**src/rtl/fifo_pack_if.sv**
```systemverilog
// Byte-in / word-out bus for fifo_pack. The flush strobe exists only when FIFO_PACK_FLUSH_EN is defined.
interface fifo_pack_if;
   logic        en_w;
   logic [7:0]  data_in;
   logic        en_r;
   logic [31:0] data_out;
   logic        full_flag;
   logic        empty_flag;
   logic [1:0]  lane;
`ifdef FIFO_PACK_FLUSH_EN
   logic        flush;

   modport master (output en_w, data_in, en_r, flush,
                   input  data_out, full_flag, empty_flag, lane);
   modport slave  (input  en_w, data_in, en_r, flush,
                   output data_out, full_flag, empty_flag, lane);
`else
   modport master (output en_w, data_in, en_r,
                   input  data_out, full_flag, empty_flag, lane);
   modport slave  (input  en_w, data_in, en_r,
                   output data_out, full_flag, empty_flag, lane);
`endif
endinterface

```
**src/rtl/fifo_pack.sv**
```systemverilog
// Byte-to-word packing FIFO: groups of 4 bytes become one 32-bit word in a DEPTH-entry ring.
// Optional FIFO_PACK_FLUSH_EN adds a flush strobe that pushes a partial group zero-padded.
module fifo_pack #(
   parameter int unsigned DEPTH      = 8,
   parameter bit          BIG_ENDIAN = 1'b0
) (
   input  logic        clk,
   input  logic        rst,
   fifo_pack_if.slave  bus
);
   localparam int unsigned AW = $clog2(DEPTH);
   localparam int unsigned CW = AW + 1;

   logic [31:0]   mem [DEPTH];

   logic [31:0]   asm_q,    asm_d;
   logic [1:0]    lane_q,   lane_d;
   logic [AW-1:0] wr_ptr_q, wr_ptr_d;
   logic [AW-1:0] rd_ptr_q, rd_ptr_d;
   logic [CW-1:0] count_q,  count_d;
   logic [31:0]   dout_q,   dout_d;
   logic          full_q,   full_d;
   logic          empty_q,  empty_d;

   logic          wr_ok, rd_ok, flush_ok, push;
   logic [4:0]    pos;
   logic [31:0]   word_c;

   // Next-state: both strobes are judged against the registered flags.
   always_comb begin
      wr_ok    = bus.en_w && !full_q;
      rd_ok    = bus.en_r && !empty_q;
      pos      = BIG_ENDIAN ? {~lane_q, 3'b000} : {lane_q, 3'b000};
      word_c   = asm_q;
      if (wr_ok) word_c[pos +: 8] = bus.data_in;
`ifdef FIFO_PACK_FLUSH_EN
      flush_ok = bus.flush && !full_q && (lane_q != 2'd0);
`else
      flush_ok = 1'b0;
`endif
      push     = (wr_ok && (lane_q == 2'd3)) || flush_ok;

      // Clearing on push keeps unfilled slots zero for a later flush.
      asm_d    = push ? '0 : word_c;
      lane_d   = push ? 2'd0 : (wr_ok ? lane_q + 2'd1 : lane_q);
      wr_ptr_d = push  ? wr_ptr_q + AW'(1) : wr_ptr_q;
      rd_ptr_d = rd_ok ? rd_ptr_q + AW'(1) : rd_ptr_q;
      dout_d   = rd_ok ? mem[rd_ptr_q] : dout_q;

      case ({push, rd_ok})
         2'b10:   count_d = count_q + CW'(1);
         2'b01:   count_d = count_q - CW'(1);
         default: count_d = count_q;
      endcase
      full_d  = (count_d == CW'(DEPTH));
      empty_d = (count_d == '0);
   end

   // Word storage; contents are don't-care after reset.
   always_ff @(posedge clk) begin
      if (push) mem[wr_ptr_q] <= word_c;
   end

   always_ff @(posedge clk or negedge rst) begin
      if (!rst) begin
         asm_q    <= '0;
         lane_q   <= '0;
         wr_ptr_q <= '0;
         rd_ptr_q <= '0;
         count_q  <= '0;
         dout_q   <= '0;
         full_q   <= 1'b0;
         empty_q  <= 1'b1;
      end else begin
         asm_q    <= asm_d;
         lane_q   <= lane_d;
         wr_ptr_q <= wr_ptr_d;
         rd_ptr_q <= rd_ptr_d;
         count_q  <= count_d;
         dout_q   <= dout_d;
         full_q   <= full_d;
         empty_q  <= empty_d;
      end
   end

   assign bus.data_out   = dout_q;
   assign bus.full_flag  = full_q;
   assign bus.empty_flag = empty_q;
   assign bus.lane       = lane_q;

endmodule
```
**src/flat_wrapper.sv**
```systemverilog
// flat-port wrapper written by rule: the top's interface ports become plain ports
module fifo_pack_flat 
#(
   parameter int unsigned DEPTH      = 8,
   parameter bit          BIG_ENDIAN = 1'b0
)
  (clk, rst, bus_en_w, bus_data_in, bus_en_r, bus_data_out, bus_full_flag, bus_empty_flag, bus_lane);
  fifo_pack_if bus_i ();
  input  logic clk;
  input  logic rst;
  input wire logic [$bits(bus_i.en_w)-1:0] bus_en_w;
  input wire logic [$bits(bus_i.data_in)-1:0] bus_data_in;
  input wire logic [$bits(bus_i.en_r)-1:0] bus_en_r;
  output wire logic [$bits(bus_i.data_out)-1:0] bus_data_out;
  output wire logic [$bits(bus_i.full_flag)-1:0] bus_full_flag;
  output wire logic [$bits(bus_i.empty_flag)-1:0] bus_empty_flag;
  output wire logic [$bits(bus_i.lane)-1:0] bus_lane;
  assign bus_i.en_w = bus_en_w;
  assign bus_i.data_in = bus_data_in;
  assign bus_i.en_r = bus_en_r;
  assign bus_data_out = bus_i.data_out;
  assign bus_full_flag = bus_i.full_flag;
  assign bus_empty_flag = bus_i.empty_flag;
  assign bus_lane = bus_i.lane;
  fifo_pack #(.DEPTH(DEPTH), .BIG_ENDIAN(BIG_ENDIAN)) u_core (.clk(clk), .rst(rst), .bus(bus_i));
endmodule
```
**config.mk**
```make
export PLATFORM = sky130hd
export DESIGN_NAME = fifo_pack_flat
export DESIGN_NICKNAME = d
export VERILOG_FILES = /design/src/rtl/fifo_pack_if.sv /design/src/rtl/fifo_pack.sv /design/src/flat_wrapper.sv
export SDC_FILE = /design/constraint.sdc
export NUM_CORES = 1
export LEC_CHECK = 0
export CAP_MARGIN = 20
export CORE_MARGIN = 3
export CORE_UTILIZATION = 50
export CTS_BUF_LIST = sky130_fd_sc_hd__clkbuf_8
export CTS_CLUSTER_DIAMETER = 80
export CTS_CLUSTER_SIZE = 14
export DETAILED_ROUTE_END_ITERATION = 6
export MAX_ROUTING_LAYER = met4
export PLACE_DENSITY_LB_ADDON = 0.05
export SYNTH_ARGS = -nofsm -noshare
export SYNTH_HDL_FRONTEND = slang
export SYNTH_SLANG_ARGS = --single-unit
```
**constraint.sdc**
```tcl
create_clock -name clk -period 10.3 [get_ports clk]
set_input_delay 3.09 -clock clk [delete_from_list [all_inputs] [get_ports clk]]
set_output_delay 3.09 -clock clk [all_outputs]
set_load 0.01 [all_outputs]
```
==> flow_summary.rst <==
.. list-table::
   :header-rows: 1

   * - Metric
     - Value
   * - Leading cell type by number of instances after synthesis
     - sky130_fd_sc_hd__edfxtp_1
   * - Layout overhead on the synthesized area
     - 10.46%
   * - DPL Wire Length
     - roughly 15,000 um
   * - Share of final-layout standard cells stronger than drive strength 1
     - between 10% and 20%
   * - Number of diodes
     - 0
   * - Upper clock frequency limit
     - between 150 and 200 MHz
   * - Overall die width
     - 166.9 um
   * - Depth of the worst register-to-register path
     - 10
   * - Clock buffers created by TritonCTS
     - 27
   * - Hold/Removal Path Class
     - flop to flop
   * - Startpoint type of the worst setup path
     - input port
   * - Worst Clk Skew
     - between 0.01 and 0.015 ns
   * - Outcome
     - finished clean
   * - Via count of the first global-routing pass
     - between 6,000 and 7,000
   * - Buffers and inverters on the worst path
     - 2
   * - Number of warning messages in the yosys log
     - 0
   * - DRC errors left
     - 0
   * - Sequential area share after synthesis
     - between 70% and 80%
   * - Post-CTS Setup Inserts
     - 0
   * - Max rail drop VDD
     - roughly 0.16 mV
   * - Final critical path time including I/O delays and setup
     - between 5 and 6 ns
   * - Arrival @ worst endpoint
     - between 6 and 7 ns
   * - Number of buffers added on ports
     - 47
   * - Reported leakage power
     - between 5 and 6 nW
   * - Maximum number of pins on one net before global-route repair
     - 68
   * - Synth cell types
     - 45
   * - Critical path class
     - input port to flop
   * - Cell types with the largest area share after synthesis
     - sky130_fd_sc_hd__edfxtp_1 (59%), sky130_fd_sc_hd__dfrtp_1 (15%), sky130_fd_sc_hd__mux4_2 (11%)
   * - Post-synthesis cell count
     - 668
   * - Number of sinks handled by clock tree synthesis
     - between 300 and 400
   * - Final clock period utilization by the worst path
     - 55.44%
   * - Post-synthesis async set-or-reset flop share
     - about a quarter
   * - Cell at the root of the clock tree
     - sky130_fd_sc_hd__clkbuf_8
   * - Max-slew violation total from the final report
     - 0
   * - Area share of the largest cell type after synthesis
     - between 50% and 60%
   * - Transition time at the pin with the least slew margin
     - 0.9643 ns
   * - Critical Path Max Stage Delay
     - ~0.5 ns
   * - Hold Buf Count CTS
     - 0
   * - Slowest cell on crit path
     - sky130_fd_sc_hd__inv_2
   * - Via Count
     - 6,098
   * - Number of instances on the worst hold path
     - 1
   * - First-pass GRT wire length
     - about 40,000 um
   * - Total standard cell area after synthesis
     - ~0.013 mm^2
   * - Top cell types by occurrence after synthesis
     - sky130_fd_sc_hd__edfxtp_1 (256), sky130_fd_sc_hd__dfrtp_1 (77), sky130_fd_sc_hd__mux4_2 (64)
   * - Htree depth
     - 1
   * - Critical path, cell by cell
     - clkdlybuf4s50_1 > and2b_1 > and2_2 > inv_2 > ha_1 > xor2_1 > ha_1 > a21oi_1 > xor3_1 > a31oi_1 > o21ba_1
   * - Routability-driven placement congestion ratio
     - 0.7926
   * - Worst setup margin
     - between 4 and 5 ns
   * - Total die area
     - about 0.028 mm^2
   * - Buffer levels on the longest clock path
     - 3
   * - Wirelength, routed
     - ~25,000 um
   * - Number of gates resized after cts
     - 0
   * - Max Cap Viol
     - 0
   * - Vertical die dimension
     - ~170 um
   * - Post-synthesis average cell area
     - 19.39 um^2
   * - Count of antenna-violating nets left after detailed routing
     - 0
   * - Largest driver fanout on the critical path
     - 40
   * - Global routing usage summed across all routing layers
     - 19.09%
   * - P per Cell Area
     - about 250 mW/mm^2
   * - Filler Cell Count
     - between 1,500 and 2,000
   * - Starting utilization of the core area
     - around half
   * - Number of rows in the core area
     - just under 60
   * - Library cell appearing most often on the critical path
     - sky130_fd_sc_hd__ha_1
   * - Router iterations before antenna repair
     - 5
   * - Max-slew headroom at the worst pin
     - a little over a third
   * - Number of violations reported at the end of detailed-routing iteration 0
     - around 550
   * - Post-DR vias/cell
     - between 5 and 6
   * - Number of antenna violations at the first check in global routing
     - 0
   * - Number of nets produced by synthesis
     - between 600 and 700
   * - Final hold violations
     - 0
   * - Core area
     - about 0.025 mm^2
   * - Nets@finish
     - 747
   * - Number of enable flip-flop cells after synthesis
     - ~260
   * - Skew-Pair Late Insertion Delay
     - 0.57 ns
   * - CTS clk-pin slew, worst paths
     - about 0.090 ns
   * - TritonCTS clock tree
     - done
   * - Final setup vio count
     - 0
   * - RSZ-0062 raised after global routing
     - false
   * - Total Negative Setup Slacks
     - 0 ns
   * - Cell taking the most area after synthesis
     - sky130_fd_sc_hd__edfxtp_1
   * - Routed wire length per instance
     - 23.44 um
   * - Levels on crit path
     - 11
   * - Gr ovfl total
     - 0
   * - Register bit count reported by yosys
     - around 330
   * - Crit-path leading delay family
     - buffers and inverters
   * - Top Ports
     - between 40 and 50
   * - Post-place setup slack
     - 3.959 ns
   * - Dominant register cell in the synthesized netlist
     - sky130_fd_sc_hd__edfxtp_1
   * - Worst Path Required
     - 10.77 ns
   * - Kind of end point of the critical path
     - flop
through the flow:
stage | power, mW | cells | instance area (um^2) | utilization (%) | hold slack (ns)
floorplan | 2.586 | 668 | 12950 | - | 0.4515
global placement | 2.924 | 1024 | 13780 | 54.41 | 0.4664
detailed placement | 2.951 | 1026 | 13830 | 54.62 | 0.4697
CTS | 3.616 | 1076 | 14310 | 56.49 | 0.4914
global route | 3.775 | 1076 | 14310 | 56.49 | 0.5117
finish | 3.566 | 1076 | 14310 | 56.49 | 0.4883
path summary, 6_finish.rpt:
path                                     from                       to  slack [ns]
hold reg to reg              u_core.asm_q[28]         u_core.asm_q[28]        0.49
setup / recovery                     bus_en_w     u_core.bus.full_flag        4.59
min in group asynchronous                 rst  u_core.bus.data_out[10]        2.35
hold / removal               u_core.asm_q[28]         u_core.asm_q[28]        0.49
setup reg to reg           u_core.bus.lane[0]     u_core.bus.full_flag        7.07
max in group asynchronous                 rst       u_core.rd_ptr_q[1]        6.72
cell families after synthesis:
group / share of synthesized area (%)
flops: 74.44
simple gates: 4.686
mux: 13.78
compound gates: 3.671
buf+inv: 1.739
fa+ha+maj: 0.9661
xor+xnor: 0.7246
placed cells by master (no fill, tap or decap), types with 4 or more instances in the layout:
cell type                         instances
sky130_fd_sc_hd__inv_1                   24
sky130_fd_sc_hd__clkdlybuf4s50_1         46
sky130_fd_sc_hd__edfxtp_1               256
sky130_fd_sc_hd__nand2_1                 44
sky130_fd_sc_hd__xnor2_1                  5
sky130_fd_sc_hd__mux4_2                  64
sky130_fd_sc_hd__o21ai_1                 32
sky130_fd_sc_hd__nor3_2                   4
sky130_fd_sc_hd__clkbuf_8                28
sky130_fd_sc_hd__ha_1                    10
sky130_fd_sc_hd__and2_1                  32
sky130_fd_sc_hd__dfrtp_1                 74
sky130_fd_sc_hd__a22o_1                  24
sky130_fd_sc_hd__mux2i_1                 32
sky130_fd_sc_hd__a21o_1                   8
sky130_fd_sc_hd__buf_4                   14
power breakdown:
| part | switching [mW] | internal, mW | total, mW |
|---|---|---|---|
| Combinational | 0.546 | 0.538 | 1.08 |
| Clock | 0.415 | 0.254 | 0.669 |
| Sequential | 0.123 | 1.69 | 1.81 |
sequential cells by signal, indices dropped and copies added (netlist names):
name / count
u_core.asm_q: 32
u_core.bus.data_out: 32
u_core.bus.empty_flag: 1
u_core.bus.full_flag: 1
u_core.bus.lane: 2
u_core.count_q: 4
u_core.mem: 256
u_core.rd_ptr_q: 3
u_core.wr_ptr_q: 3
metal layers:
metal / routed length (um) / global-route usage (%) / share of wire, %
met3: 1111 / 3.038 / 4.4
met4: 426 / 4.089 / 1.7
met5: 0 / - / 0
met2: 11790 / 28.72 / 47
met1: 11890 / 28.22 / 47
final cells by class:
| cell class | instances | area (um^2) | area share [%] |
|---|---|---|---|
| timing repair buffer | 62 | 620.6 | 4.338 |
| inverter | 4 | 15.01 | 0.1050 |
| multi-input combinational | 296 | 3139 | 21.94 |
| clock inverter | 22 | 86.33 | 0.6035 |
| clock buffer | 28 | 385.4 | 2.694 |
| sequential | 334 | 9647 | 67.43 |
| tap | 330 | 412.9 | 2.886 |
No activity file was read; power rests on OpenSTA's default activity.
